$ cat src/rtl/ecc_51_pkg.sv
// Shared types, constants and parity helper for the 51-bit SECDED path.
// The mask table is derived from the codeword layout at elaboration time.
package ecc_51_pkg;

   localparam int DATA_WIDTH   = 51;
   localparam int PARITY_WIDTH = 7;
   localparam int CODE_LEN     = 57;

   typedef logic [DATA_WIDTH-1:0]   data_t;
   typedef logic [PARITY_WIDTH-1:0] par_t;

   typedef enum logic [1:0] {
      EMPTY = 2'd0,
      ONE   = 2'd1,
      FULL  = 2'd2
   } skid_e;

   typedef struct packed {
      logic  fault;
      par_t  parity;
      data_t data;
   } beat_t;

   // Row k lists the data bits feeding parity bit k.
   // Row 6 folds the overall parity: a data bit lands in it once
   // directly and once per check bit it feeds, so it survives only
   // when its position has an even number of ones.
   function automatic data_t hmat_row(input int k);
      data_t row;
      int    idx;
      row = '0;
      idx = 0;
      for (int pos = 1; pos <= CODE_LEN; pos++) begin
         if ((pos & (pos - 1)) != 0) begin
            if (k < 6)
               row[idx[5:0]] = ((pos >> k) & 1) != 0;
            else
               row[idx[5:0]] = ~^pos[5:0];
            idx++;
         end
      end
      return row;
   endfunction

   localparam data_t ECC51_HMAT [PARITY_WIDTH] = '{
      hmat_row(0), hmat_row(1), hmat_row(2), hmat_row(3),
      hmat_row(4), hmat_row(5), hmat_row(6)
   };

   function automatic par_t ecc51_parity(input data_t data);
      par_t p;
      p[0] = ^(data & ECC51_HMAT[0]);
      p[1] = ^(data & ECC51_HMAT[1]);
      p[2] = ^(data & ECC51_HMAT[2]);
      p[3] = ^(data & ECC51_HMAT[3]);
      p[4] = ^(data & ECC51_HMAT[4]);
      p[5] = ^(data & ECC51_HMAT[5]);
      p[6] = ^(data & ECC51_HMAT[6]);
      return p;
   endfunction

endpackage

$ cat src/rtl/ecc_51_enc_wr_if.sv
// Write-beat handshake, injection controls and fault status bundle.
// slave faces the encoder stage, master faces the producer/FIFO side.
interface ecc_51_enc_wr_if #(
   parameter int FCNT_WIDTH = 8
);
   import ecc_51_pkg::*;

   logic                  in_valid;
   logic                  in_ready;
   data_t                 in_data;
   logic                  out_valid;
   logic                  out_ready;
   data_t                 out_data;
   par_t                  out_parity;
   logic                  out_fault;
   logic                  ecc_fault_detc_en;
   logic                  inj_en;
   logic [1:0]            inj_mode;
   logic [5:0]            inj_pos0;
   logic [5:0]            inj_pos1;
   logic                  inj_done;
   logic                  fault_sticky;
   logic [FCNT_WIDTH-1:0] fault_cnt;
   logic                  fault_clr;

   modport master (
      output in_valid, in_data, out_ready,
      output ecc_fault_detc_en, inj_en, inj_mode,
      output inj_pos0, inj_pos1, fault_clr,
      input  in_ready, out_valid, out_data,
      input  out_parity, out_fault, inj_done,
      input  fault_sticky, fault_cnt
   );

   modport slave (
      input  in_valid, in_data, out_ready,
      input  ecc_fault_detc_en, inj_en, inj_mode,
      input  inj_pos0, inj_pos1, fault_clr,
      output in_ready, out_valid, out_data,
      output out_parity, out_fault, inj_done,
      output fault_sticky, fault_cnt
   );

endinterface

$ cat src/rtl/ecc_51_enc.sv
// Combinational SECDED parity generator, 51 data bits -> 7 parity bits.
// Instantiated twice by the write stage for self-checking.
module ecc_51_enc
   import ecc_51_pkg::*;
(
   input  data_t data,
   output par_t  parity
);

   assign parity = ecc51_parity(data);

endmodule

$ cat src/rtl/ecc_51_enc_wr.sv
// Write-side SECDED encoder stage: dual encoders, 2-entry skid buffer,
// one-shot error injection and saturating fault accounting.
module ecc_51_enc_wr
   import ecc_51_pkg::*;
#(
   parameter int FCNT_WIDTH = 8
)(
   input logic            clk,
   input logic            rst,
   ecc_51_enc_wr_if.slave bus
);

   skid_e state_q;
   skid_e state_d;
   beat_t head_q;
   beat_t tail_q;
   beat_t beat_in;
   logic  in_ready_q;
   logic  accept;
   logic  head_ld;
   logic  head_from_tail;
   logic  tail_ld;

   par_t  par0;
   (* keep = "true", dont_touch = "true" *)
   par_t  par1;
   logic  compare_ok;
   logic  new_fault;

   data_t pos0_mask;
   data_t pos1_mask;
   data_t inj_mask;
   logic  inj_hit;
   logic  inj_spent_q;
   logic  inj_done_q;

   logic                  fault_sticky_q;
   logic [FCNT_WIDTH-1:0] fault_cnt_q;

   ecc_51_enc u0 (
      .data   (bus.in_data),
      .parity (par0)
   );

   (* keep = "true", dont_touch = "true" *)
   ecc_51_enc u1 (
      .data   (bus.in_data),
      .parity (par1)
   );

   assign accept     = bus.in_valid & in_ready_q;
   assign compare_ok = (par0 == par1) | ~bus.ecc_fault_detc_en;
   assign new_fault  = accept & ~compare_ok;

   // Decode the flip mask for the armed beat; out-of-range indices flip nothing.
   always_comb begin
      pos0_mask = '0;
      pos1_mask = '0;
      inj_mask  = '0;
      inj_hit   = 1'b0;
      if (bus.inj_pos0 < 6'(DATA_WIDTH))
         pos0_mask = data_t'(1) << bus.inj_pos0;
      if (bus.inj_pos1 < 6'(DATA_WIDTH))
         pos1_mask = data_t'(1) << bus.inj_pos1;
      if (bus.inj_en & ~inj_spent_q) begin
         unique case (1'b1)
            bus.inj_mode == 2'b01: begin
               inj_hit  = 1'b1;
               inj_mask = pos0_mask;
            end
            bus.inj_mode == 2'b10: begin
               inj_hit  = 1'b1;
               inj_mask = pos0_mask ^ pos1_mask;
            end
            default: begin
               inj_hit  = 1'b0;
               inj_mask = '0;
            end
         endcase
      end
   end

   // Parity always comes from the clean data; only the payload is corrupted.
   always_comb begin
      beat_in.fault  = ~compare_ok;
      beat_in.parity = par0;
      beat_in.data   = bus.in_data ^ inj_mask;
   end

   // Skid occupancy next-state and buffer load selects.
   always_comb begin
      state_d        = state_q;
      head_ld        = 1'b0;
      head_from_tail = 1'b0;
      tail_ld        = 1'b0;
      unique case (state_q)
         EMPTY: begin
            if (accept) begin
               state_d = ONE;
               head_ld = 1'b1;
            end
         end
         ONE: begin
            if (accept & bus.out_ready) begin
               head_ld = 1'b1;
            end else if (accept) begin
               state_d = FULL;
               tail_ld = 1'b1;
            end else if (bus.out_ready) begin
               state_d = EMPTY;
            end
         end
         FULL: begin
            if (bus.out_ready) begin
               state_d        = ONE;
               head_from_tail = 1'b1;
            end
         end
         default: state_d = EMPTY;
      endcase
   end

   // Occupancy register; in_ready is registered from the next state.
   always_ff @(posedge clk or posedge rst) begin
      if (rst) begin
         state_q    <= EMPTY;
         in_ready_q <= 1'b1;
      end else begin
         state_q    <= state_d;
         in_ready_q <= (state_d != FULL);
      end
   end

   // Head/tail beat storage.
   always_ff @(posedge clk or posedge rst) begin
      if (rst) begin
         head_q <= '0;
         tail_q <= '0;
      end else begin
         if (head_ld)
            head_q <= beat_in;
         else if (head_from_tail)
            head_q <= tail_q;
         if (tail_ld)
            tail_q <= beat_in;
      end
   end

   // One-shot arm: spent after an injected accept, re-armed when inj_en drops.
   always_ff @(posedge clk or posedge rst) begin
      if (rst) begin
         inj_spent_q <= 1'b1;
         inj_done_q  <= 1'b0;
      end else begin
         inj_done_q <= accept & inj_hit;
         if (~bus.inj_en)
            inj_spent_q <= 1'b0;
         else if (accept & inj_hit)
            inj_spent_q <= 1'b1;
      end
   end

   // Fault status; a new fault wins over a simultaneous clear.
   always_ff @(posedge clk or posedge rst) begin
      if (rst) begin
         fault_sticky_q <= 1'b0;
         fault_cnt_q    <= '0;
      end else begin
         if (new_fault)
            fault_sticky_q <= 1'b1;
         else if (bus.fault_clr)
            fault_sticky_q <= 1'b0;
         if (bus.fault_clr)
            fault_cnt_q <= new_fault ? FCNT_WIDTH'(1) : '0;
         else if (new_fault & ~&fault_cnt_q)
            fault_cnt_q <= fault_cnt_q + FCNT_WIDTH'(1);
      end
   end

   assign bus.in_ready     = in_ready_q;
   assign bus.out_valid    = (state_q != EMPTY);
   assign bus.out_data     = head_q.data;
   assign bus.out_parity   = head_q.parity;
   assign bus.out_fault    = head_q.fault;
   assign bus.inj_done     = inj_done_q;
   assign bus.fault_sticky = fault_sticky_q;
   assign bus.fault_cnt    = fault_cnt_q;

endmodule

$ cat src/flat_wrapper.sv
// flat-port wrapper written by rule: the top's interface ports become plain ports
module ecc_51_enc_wr_flat import ecc_51_pkg::*;
#(
   parameter int FCNT_WIDTH = 8
)
  (clk, rst, bus_in_valid, bus_in_data, bus_out_ready, bus_ecc_fault_detc_en, bus_inj_en, bus_inj_mode, bus_inj_pos0, bus_inj_pos1, bus_fault_clr, bus_in_ready, bus_out_valid, bus_out_data, bus_out_parity, bus_out_fault, bus_inj_done, bus_fault_sticky, bus_fault_cnt);
  ecc_51_enc_wr_if #(.FCNT_WIDTH(FCNT_WIDTH)) bus_i ();
  input logic clk;
  input logic rst;
  input wire logic [$bits(bus_i.in_valid)-1:0] bus_in_valid;
  input wire logic [$bits(bus_i.in_data)-1:0] bus_in_data;
  input wire logic [$bits(bus_i.out_ready)-1:0] bus_out_ready;
  input wire logic [$bits(bus_i.ecc_fault_detc_en)-1:0] bus_ecc_fault_detc_en;
  input wire logic [$bits(bus_i.inj_en)-1:0] bus_inj_en;
  input wire logic [$bits(bus_i.inj_mode)-1:0] bus_inj_mode;
  input wire logic [$bits(bus_i.inj_pos0)-1:0] bus_inj_pos0;
  input wire logic [$bits(bus_i.inj_pos1)-1:0] bus_inj_pos1;
  input wire logic [$bits(bus_i.fault_clr)-1:0] bus_fault_clr;
  output wire logic [$bits(bus_i.in_ready)-1:0] bus_in_ready;
  output wire logic [$bits(bus_i.out_valid)-1:0] bus_out_valid;
  output wire logic [$bits(bus_i.out_data)-1:0] bus_out_data;
  output wire logic [$bits(bus_i.out_parity)-1:0] bus_out_parity;
  output wire logic [$bits(bus_i.out_fault)-1:0] bus_out_fault;
  output wire logic [$bits(bus_i.inj_done)-1:0] bus_inj_done;
  output wire logic [$bits(bus_i.fault_sticky)-1:0] bus_fault_sticky;
  output wire logic [$bits(bus_i.fault_cnt)-1:0] bus_fault_cnt;
  assign bus_i.in_valid = bus_in_valid;
  assign bus_i.in_data = bus_in_data;
  assign bus_i.out_ready = bus_out_ready;
  assign bus_i.ecc_fault_detc_en = bus_ecc_fault_detc_en;
  assign bus_i.inj_en = bus_inj_en;
  assign bus_i.inj_mode = bus_inj_mode;
  assign bus_i.inj_pos0 = bus_inj_pos0;
  assign bus_i.inj_pos1 = bus_inj_pos1;
  assign bus_i.fault_clr = bus_fault_clr;
  assign bus_in_ready = bus_i.in_ready;
  assign bus_out_valid = bus_i.out_valid;
  assign bus_out_data = bus_i.out_data;
  assign bus_out_parity = bus_i.out_parity;
  assign bus_out_fault = bus_i.out_fault;
  assign bus_inj_done = bus_i.inj_done;
  assign bus_fault_sticky = bus_i.fault_sticky;
  assign bus_fault_cnt = bus_i.fault_cnt;
  ecc_51_enc_wr #(.FCNT_WIDTH(FCNT_WIDTH)) u_core (.clk(clk), .rst(rst), .bus(bus_i));
endmodule
$ cat config.mk
export PLATFORM = sky130hd
export DESIGN_NAME = ecc_51_enc_wr_flat
export DESIGN_NICKNAME = d
export VERILOG_FILES = /design/src/rtl/ecc_51_pkg.sv /design/src/rtl/ecc_51_enc_wr_if.sv /design/src/rtl/ecc_51_enc.sv /design/src/rtl/ecc_51_enc_wr.sv /design/src/flat_wrapper.sv
export SDC_FILE = /design/constraint.sdc
export NUM_CORES = 1
export LEC_CHECK = 0
export ABC_CLOCK_PERIOD_IN_PS = 4300
export CORE_AREA = 2 2 164 118
export CTS_BUF_LIST = sky130_fd_sc_hd__clkbuf_16
export DETAILED_ROUTE_END_ITERATION = 12
export DIE_AREA = 0 0 166 120
export GPL_TIMING_DRIVEN = 0
export HOLD_SLACK_MARGIN = 0.15
export MAX_ROUTING_LAYER = met4
export PLACE_DENSITY = 0.77
export SETUP_SLACK_MARGIN = 0.3
export SYNTH_ARGS = -nofsm -noshare
export SYNTH_HDL_FRONTEND = slang
export SYNTH_SLANG_ARGS = --single-unit
$ cat constraint.sdc
create_clock -name clk -period 4.3 [get_ports clk]
set_input_delay 0.86 -clock clk [delete_from_list [all_inputs] [get_ports clk]]
set_output_delay 0.86 -clock clk [all_outputs]
set_load 0.005 [all_outputs]
==> summary.md <==
| Metric | Value |
|---|---|
| FILL cells | ~1,600 |
| CP required | ~4.6 ns |
| Worst setup SP type | primary input |
| CTS buffer count | 17 |
| Longest Clk Path Bufs | 2 |
| Pint | 3.91 mW |
| Clk pwr share | 23.7% |
| Clk_lat worst skew | between 0.4 and 0.5 ns |
| Chip width | roughly 170 um |
| Clock root buffer | clkbuf_16 |
| Proportion of layout cells with a drive suffix above 1 | between 10% and 20% |
| Largest fanout on the critical path | 10 |
| Avg Cell Area, Syn | approximately 9.0 sq um |
| Commonest non-fill, non-tap cell in the layout | clkdlybuf4s50_1 |
| Area Growth Syn to Fin | 25.2% |
| Die area | around 20,000 sq um |
| Post-synthesis register bit count | 121 |
| Post-synthesis sequential area ratio | 33.8% |
| Clk_skew | ~0.014 ns |
| Crit path arrival time | between 3 and 4 ns |
| CP endpoint kind | register |
| CP Class | primary input to register |
| Num rows | 42 |
| Highest routed layer | met4 |
| Post-Syn Area | between 8000 and 9000 sq um |
| Period utilisation layout | between 80 and 90% |
| Initial core utilization | between 40% and 50% |
| Async SR Flop Fraction | between 90% and 100% |
| Maximum clock rate | ~280 MHz |
| Pins Over Slew Limit | 0 |
| Routed Wire Length | around 32,000 um |
| P_sw | 2.07 mW |
| Metal-1 WL | 13,900 um |
| Total number of vias | a little under 9,000 |
| Hold Path Class | register to register |
| Synth cell types | 50 |
| IO buf count | about 130 |
| Outcome | completed |
| Setup TNS | 0 ns |
| Initial antenna violation count | 1 |
| Worst Reg-to-Reg Cells | 7 |
| Power Density | roughly 530 nW/um^2 |
| Core ar. | between 15,000 and 20,000 sq um |
| # nets final | ~1,200 |
| Total gr overflow | 0 |
| Max Cap Viol | 0 |
| Post-detail-place hpwl | 24,200 um |
| Vias in the first global route | approximately 8,300 |
| CTS tree | built |
| Worst Tran Pin Value | approximately 1.3 ns |
| Main flop type after synthesis | dfrtp_1 |
| Final Hold Fails | 0 |
| Global Route Usage Sum | between 30% and 40% |
| Vias per cell | roughly 6 |
| Power, Total | between 5 and 6 mW |
| Metal3 WL | between 3000 and 4000 um |
| Worst-path clk slew | 0.06 ns |
| Met2 Routed Length | about 13,000 um |
| Ports | 143 |
| Detail Route Antenna Nets | 0 |
| Initial DRC Count | 954 |
| Final setup viols | 0 |
| Slew headroom | roughly an eighth |
| DR WL/cell | roughly 23 um |
| Post-synthesis cell count | approximately 1,000 |
| VDD IR max | about 320 uV |
| Synthesis Warnings | 0 |
| Register share of total power | 34.0% |
| Die height | about 120 um |
| Min Tclk post-route | approximately 3.6 ns |
| Post-synth EDFFs | 0 |
| Largest net degree at the start of global routing | 42 |
| Leakage | about 4.3 nW |
| First-pass GRT wire length | 48,300 um |
| Remaining DRCs | 0 |
| Most frequent cells in the layout | clkdlybuf4s50_1 (128), dfrtp_1 (119), xnor2_1 (112), nand2_1 (111), a21oi_1 (106) |
| Htree depth | 4 |
| CTS resizes | 0 |
| 1st-pass router iterations | 7 |
| Hold-fix buffers at CTS | 0 |
| Comb pwr share | between 40% and 50% |
| Gp weighted congestion | ~1 |
| RSZ-0062 raised after global routing | no |
| Hold Path Depth | 1 |
| Post CTS Setup Buffer Count | 0 |
| Clk sinks | approximately 120 |
| Switch share | between 30% and 40% |
-- synthesized netlist by cell type (all sizes together), types with 3 or more instances --
master   number  area share [%]
or2           3            0.21
xnor3        18             4.5
inv           4            0.17
nand2       111             4.6
nor4b         6             1.1
buf          29             1.9
o311a         6            0.67
nand2b        8            0.56
a21oi       106             5.9
dfrtp       119              33
mux2         59             7.5
and2          4            0.28
nor2b         6            0.42
a2111oi       6            0.59
o21ai       104             5.8
o211a        18             2.0
nor4bb        7            0.78
nand4bb       8             1.0
clkbuf       81             3.4
nand4b        5            0.49
xor2         11             1.1
mux2i         7            0.78
xnor2       112              11
o21a          3            0.25
a211oi       69             5.8
nor2         60             2.5
or4b          6            0.67
a311oi        3            0.29
and4b         5            0.56
-- power by group through the flow --
stage	combinational (mW)	clock, mW	sequential, mW
6_report	2.53	1.42	2.04
5_1_grt	2.73	1.47	2.09
3_5_place_dp	2.46	0	2.03
4_1_cts	2.51	1.42	2.02
2_1_floorplan	1.45	0	1.95
3_3_place_gp	2.40	0	2.01
-- routing by layer --
layer	vias to the layer above	global-route usage (%)
li1	3868	-
met1	4267	45.6
met2	542	45.9
met3	67	10.9
met4	0	9.29
met5	-	-
-- layout make-up --
| type | instances | area, sq um | area share [%] |
|---|---|---|---|
| plain buffers | 110 | 475 | 4.23 |
| clock inverters | 15 | 153 | 1.36 |
| clock buffers | 17 | 425 | 3.79 |
| well taps | 242 | 303 | 2.70 |
| diodes | 1 | 2.50 | 0.0223 |
| multi-input cells | 775 | 5480 | 48.8 |
| repair buffers | 131 | 1340 | 11.9 |
| inverters | 4 | 18.8 | 0.167 |
| flip-flops and latches | 121 | 3030 | 27.0 |
-- state kept, by name (all words and copies together) (netlist names) --
name	flops
u_core.tail_q	58
u_core.bus.inj_done	1
u_core.bus.out_parity	7
u_core.bus.in_ready	1
u_core.bus.out_data	51
u_core.state_q	2
u_core.inj_spent_q	1
-- worst max-delay path, stage by stage --
cell and delay [ns]:
clkdlybuf4s50_1 0.63, clkbuf_1 0.33, nor4b_2 1.10, a311oi_1 0.21
o21ai_1 0.19, a21oi_1 0.10, xnor2_1 0.35, a21oi_1 0.12
-- metrics by stage --
step                      hold WS, ns  instance area [sq um]  std cells  setup slack [ns]  util (%)
after floorplan                 0.480                   9000       1010              1.76         -
after global placement          0.490                  10600       1380             0.505      57.4
after detailed placement        0.493                  10600       1383             0.463      57.7
after CTS                       0.508                  11200       1415             0.872      60.9
after global routing            0.523                  11200       1416             0.640      60.9
final                           0.510                  11200       1416             0.667      60.9
-- logic make-up after synthesis --
logic type                 Yosys count  synth area share [%]
other                                1                0.0418
xor gates and xnor gates           141                  16.5
buffers and inverters              114                  5.47
and+or+nand+nor                    240                  14.2
AOI/OAI and AO/OA                  316                  21.4
muxes                               66                  8.23
DFF                                121                  33.8
adders and majority gates            2                 0.279
-- worst paths after layout --
kind	slack [ns]	startpoint	to
min in group asynchronous	0.77	rst	u_core.tail_q[7]
max	0.67	bus_inj_pos0[1]	u_core.tail_q[50]
max in group asynchronous	2.50	rst	u_core.bus.out_data[48]
min reg2reg	0.51	u_core.tail_q[55]	u_core.tail_q[55]
min	0.51	u_core.tail_q[55]	u_core.tail_q[55]
max reg2reg	1.78	u_core.state_q[1]	u_core.bus.out_data[11]
(Power assumes the default switching activity.)
==> RTL change 1, RTL diff (same flow settings) <==
The 3 values of `skid_e` get a one-hot encoding in 3 bits.
--- a/src/rtl/ecc_51_pkg.sv
+++ b/src/rtl/ecc_51_pkg.sv
@@ -11,6 +11,6 @@
 
-   typedef enum logic [1:0] {
-      EMPTY = 2'd0,
-      ONE   = 2'd1,
-      FULL  = 2'd2
+   typedef enum logic [2:0] {
+      EMPTY = 3'b001,
+      ONE   = 3'b010,
+      FULL  = 3'b100
    } skid_e;
Behaviour: same outputs for any inputs over 4 cycles, from zero or initial values and one cycle with rst high; so few cycles prove little.
==> RTL change 1 against the original RTL <==
Sequential cell count grew 1. Wire length grew 1.0%. Final cell count shrank 0.71%. Via count shrank 0.29%. Worst setup slack gained 0.41 ns. Area after synthesis shrank 0.77%. Count of clock-buffer cells in the layout is the same. First-iteration DRC count grew 13%. Power grew 0.89%. Final area shrank 0.48%. Highest routed layer unchanged.
==> RTL change 1: results (changes against the original RTL) <==
Pwr
  – Worst-case vdd ir drop: 0.0003352 V (+4.2%)
  – Leakage dissipation: 4.113 nW (-3.5%)

Synth
  – Cell types with the largest area share after synthesis: sky130_fd_sc_hd__dfrtp_1 33%, sky130_fd_sc_hd__xnor2_1 12%, sky130_fd_sc_hd__a21oi_1 8.9%
  – Sequential fraction of the synthesis area: 0.3436 (+0.005568)
  – Async set or reset register ratio after synthesis: 1.000 (unchanged)
  – Synth cell types: 59 (+18%)
  – Leading post-synthesis cells by instance count: 158 x sky130_fd_sc_hd__a21oi_1, 119 x sky130_fd_sc_hd__dfrtp_1, 119 x sky130_fd_sc_hd__xnor2_1

Finish
  – Antenna cells: 0 (-1)
  – Fraction of final layout cells sized beyond drive strength 1: 0.09794 (-0.01289)
  – Top register by number of flip-flops: u_core.tail_q
  – Post-layout net count: 1225 (-0.73%)

Detailed routing
  – Number of detailed-routing iterations run before antenna repair: 5 (-2)
  – DR vias: 8719 (-0.29%)
  – Average wire per cell in the routed design: 22.92 um (+1.7%)
  – Initial DRC count: 1082 (+13%)

Clocking
  – CTS Buf Count: 17 (unchanged)
  – Post-CTS Setup Inserts: 0 (unchanged)

Placement
  – Post-placement setup slack: 0.7094 ns (+0.2459 ns)
  – Port Buffer Count: 125 (-2.3%)
  – Detail Placement HPWL: 24240 um (about the same)
  – Routability congestion estimate from global placement: 1.033 (+3.5%)

Global routing
  – Largest net degree at the start of global routing: 38 (-9.5%)
  – Global router's overall resource usage: 0.3320 (+0.003199)
  – Global-route wire length before repair: 48640 um (+0.60%)
  – Via count of the first global-routing pass: 8263 (-0.73%)
  – Antenna violations before repair: 0 (-1)

Setup path
  – Slowest CP cell: sky130_fd_sc_hd__clkdlybuf4s50_1
  – CP peak stage delay: 0.66 ns (-0.44 ns)
  – CP top delay family: buffers and inverters
  – Maximum fanout along the worst path: 10 (unchanged)
  – Arrival time reported for the critical path endpoint: 3.50 ns (-0.41 ns)

Timing
  – Actual slew at the worst max-slew pin: 0.9967 ns (-0.3177 ns)
  – Final worst clock skew: 0.008078 ns (-0.006053 ns)

Outcome
  – Run status: completed
==> RTL change 1: power by group <==
group | internal [mW] | total (mW) | switching, mW
Combinational | 1.25 | 2.41 | 1.16
Sequential | 1.72 | 2.08 | 0.362
Clock | 0.970 | 1.55 | 0.575
Total | 3.93 | 6.03 | 2.10
==> RTL change 1: per-layer routing <==
metal / global-route usage / routed length, um
met3: 0.1201 / 4173
met1: 0.4541 / 13860
met2: 0.4710 / 13510
met4: 0.07717 / 681
met5: - / 0
==> RTL change 1: layout make-up <==
type / count / area, sq um
Sequential cell: 122 / 3057
Inverter: 5 / 22.52
Timing Repair Buffer: 128 / 1311
Fill cell: 1576 / 7272
Multi-Input combinational cell: 761 / 5305
Clock inverter: 15 / 200.2
Buffer: 116 / 549.3
Tap cell: 242 / 302.8
Clock buffer: 17 / 425.4
==> RTL change 1: worst paths after layout <==
kind,start,to,slack [ns],cells past startpoint
max in group asynchronous,rst,u_core.inj_spent_q,2.53,4
min reg2reg,u_core.tail_q[53],u_core.tail_q[53],0.51,1
min in group asynchronous,rst,u_core.bus.out_data[31],0.84,2
min,u_core.tail_q[53],u_core.tail_q[53],0.51,1
max,bus_inj_pos1[4],u_core.bus.out_data[32],1.08,9
max reg2reg,u_core.state_q[0],u_core.bus.out_data[35],1.57,8
==> RTL change 1: kinds of logic (layout without fill, tap and decap cells) <==
group,after synthesis,after routing,share of synthesized area
xor+xnor,151,151,0.1737
flops,122,122,0.3436
simple gates,214,214,0.1429
other cells,1,10,0.0004215
compound gates,372,372,0.2582
buf+inv,121,281,0.06385
mux,12,12,0.01449
fa+ha+maj,2,2,0.002812
==> RTL change 1: through the flow <==
step           utilization  total power [mW]  instances  instance area (sq um)
5_1_grt             0.6058             6.338       1406                  11170
3_3_place_gp        0.5686             4.324       1371                  10490
2_1_floorplan            -             3.331       1004                   8934
4_1_cts             0.6058             5.977       1406                  11170
6_report            0.6058             6.033       1406                  11170
3_5_place_dp        0.5718             4.406       1374                  10550
==> RTL change 1: worst register-to-register path, cell delays in order (launching register included) <==
cell	delay [ns]
sky130_fd_sc_hd__dfstp_2	0.55
sky130_fd_sc_hd__nor2b_1	0.23
sky130_fd_sc_hd__a21oi_1	0.09
sky130_fd_sc_hd__nor3_2	0.65
sky130_fd_sc_hd__nand2b_1	0.19
sky130_fd_sc_hd__buf_2	0.25
sky130_fd_sc_hd__buf_2	0.31
sky130_fd_sc_hd__o22ai_1	0.14
sky130_fd_sc_hd__a21oi_1	0.23
==> RTL change 2, RTL diff (same flow settings) <==
Made on the original files. `FCNT_WIDTH` is set to 8 in 3 places; all go to 10.
--- a/src/rtl/ecc_51_enc_wr_if.sv
+++ b/src/rtl/ecc_51_enc_wr_if.sv
@@ -3,3 +3,3 @@
 interface ecc_51_enc_wr_if #(
-   parameter int FCNT_WIDTH = 8
+   parameter int FCNT_WIDTH = 10
 );
--- a/src/rtl/ecc_51_enc_wr.sv
+++ b/src/rtl/ecc_51_enc_wr.sv
@@ -5,3 +5,3 @@
 #(
-   parameter int FCNT_WIDTH = 8
+   parameter int FCNT_WIDTH = 10
 )(
--- a/src/flat_wrapper.sv
+++ b/src/flat_wrapper.sv
@@ -3,3 +3,3 @@
 #(
-   parameter int FCNT_WIDTH = 8
+   parameter int FCNT_WIDTH = 10
 )
Interface: changed (resized bus_fault_cnt); port bits go from 143 to 145. The function was not compared with the original's and may differ.
==> RTL change 2 against the original RTL <==
Wire length rose by 1.3%. Maximum frequency rose by 3.7%. Global-route usage rose by 0.32 points. Final cell count rose by 0.28%. Worst setup slack improved by 0.13 ns. Power rose by 1.6%. Final area rose by 0.40%. Area after synthesis rose by 0.17%. Sequential share of layout area fell by 0.11 points. Sequential power barely moved. Sequential cell count did not move. Largest cell class unchanged. Largest power group unchanged.
==> RTL change 2: results (changes against the original RTL) <==
Outcome
  – Run status: completed

Setup path
  – Arrival time reported for the critical path endpoint: 3.77 ns (-0.14 ns)
  – CP top delay family: buffers and inverters
  – CP peak stage delay: 0.95 ns (-0.15 ns)

Global routing
  – Largest net degree at the start of global routing: 38 (-9.5%)
  – Met1 global-route usage: 0.4696 (+0.01322)
  – Global-route wire length before repair: 48950 um (+1.2%)
  – Global-route track usage on met2: 0.4655 (+0.007002)
  – Met3 track demand over resource: 0.08872 (-0.01979)
  – Global router's overall resource usage: 0.3320 (+0.003173)
  – Via count of the first global-routing pass: 8465 (+1.7%)

Min path
  – Hold-critical path depth: 1 (unchanged)

Timing
  – Final worst clock skew: 0.008493 ns (-0.005639 ns)

Finish
  – Fraction of final layout cells sized beyond drive strength 1: 0.1113 (+0.0004730)
  – Post-layout net count: 1238 (+0.32%)
  – Filler cells: 1548 (-0.71%)

Detailed routing
  – Total routed wire length on the met1 layer: 14130 um (+1.4%)
  – Via density per instance: 6.071 (-1.7%)
  – Length of routed met2 wiring: 13620 um (+2.9%)
  – Routed wire length: 32320 um (+1.3%)
  – Number of detailed-routing iterations run before antenna repair: 5 (-2)

Pwr
  – Combinational share of power: 0.420 (-0.002)
  – Leakage dissipation: 4.301 nW (+0.87%)
  – Worst-case vdd ir drop: 0.0003369 V (+4.7%)
  – Comb. pwr: 2.55 mW
  – Net switching component of the power: 2.103 mW (+1.6%)
  – Flop pwr share: 0.336 (-0.004)

Placement
  – Routability congestion estimate from global placement: 1.017 (+1.8%)
  – Detail Placement HPWL: 24420 um (+0.71%)
  – Post-placement setup slack: 0.4701 ns (+0.006599 ns)
  – Area post-placement: 10670 sq um (+0.21%)

Synth
  – Cell types with the largest area share after synthesis: sky130_fd_sc_hd__dfrtp_1 33%, sky130_fd_sc_hd__xnor2_1 11%, sky130_fd_sc_hd__mux2_2 7.3%
  – Number of instances in the synthesized netlist: 1003 (+0.20%)
  – Sequential fraction of the synthesis area: 0.3375 (-0.0005652)
[RTL change 2: kinds of logic (layout without fill, tap and decap cells)]
logic type	Yosys count	after routing	synth area share
AO/OA/AOI/OAI	316	316	0.2136
other	1	13	0.0004176
XOR/XNOR	141	141	0.1651
AND/OR/NAND/NOR	240	240	0.1421
multiplexers	66	66	0.08221
buffers and inverters	116	279	0.05629
flip-flops	121	121	0.3375
adder cells (fa/ha/maj)	2	2	0.002786
[RTL change 2: final timing paths]
check,start,to,slack [ns]
max in group asynchronous,rst,u_core.bus.out_data[48],2.45
worst min register to register,u_core.tail_q[53],u_core.tail_q[53],0.51
worst min-delay path,u_core.tail_q[53],u_core.tail_q[53],0.51
min in group asynchronous,rst,u_core.tail_q[5],0.81
worst max-delay path,bus_inj_pos0[1],u_core.tail_q[18],0.80
worst max register to register,u_core.state_q[1],u_core.bus.out_data[3],1.69
[RTL change 2: cell type report]
type	instances	area (sq um)	share of cell area
well taps	242	302.8	0.02686
inverters	4	18.77	0.001665
clock buffers	17	425.4	0.03774
clock inverters	15	175.2	0.01554
multi-input cells	777	5485	0.4866
plain buffers	112	490.5	0.04351
repair buffers	131	1341	0.1190
diodes	1	2.502	0.0002220
flip-flops and latches	121	3030	0.2688
[RTL change 2: worst register-to-register path, cell delays in order (launching register included)]
cell,delay (ns)
sky130_fd_sc_hd__dfrtp_1,0.41
sky130_fd_sc_hd__nor2b_1,0.17
sky130_fd_sc_hd__nand2_1,0.19
sky130_fd_sc_hd__clkbuf_1,0.58
sky130_fd_sc_hd__clkbuf_1,0.56
sky130_fd_sc_hd__mux2_2,0.42
sky130_fd_sc_hd__nand2_1,0.07
sky130_fd_sc_hd__o21ai_1,0.07
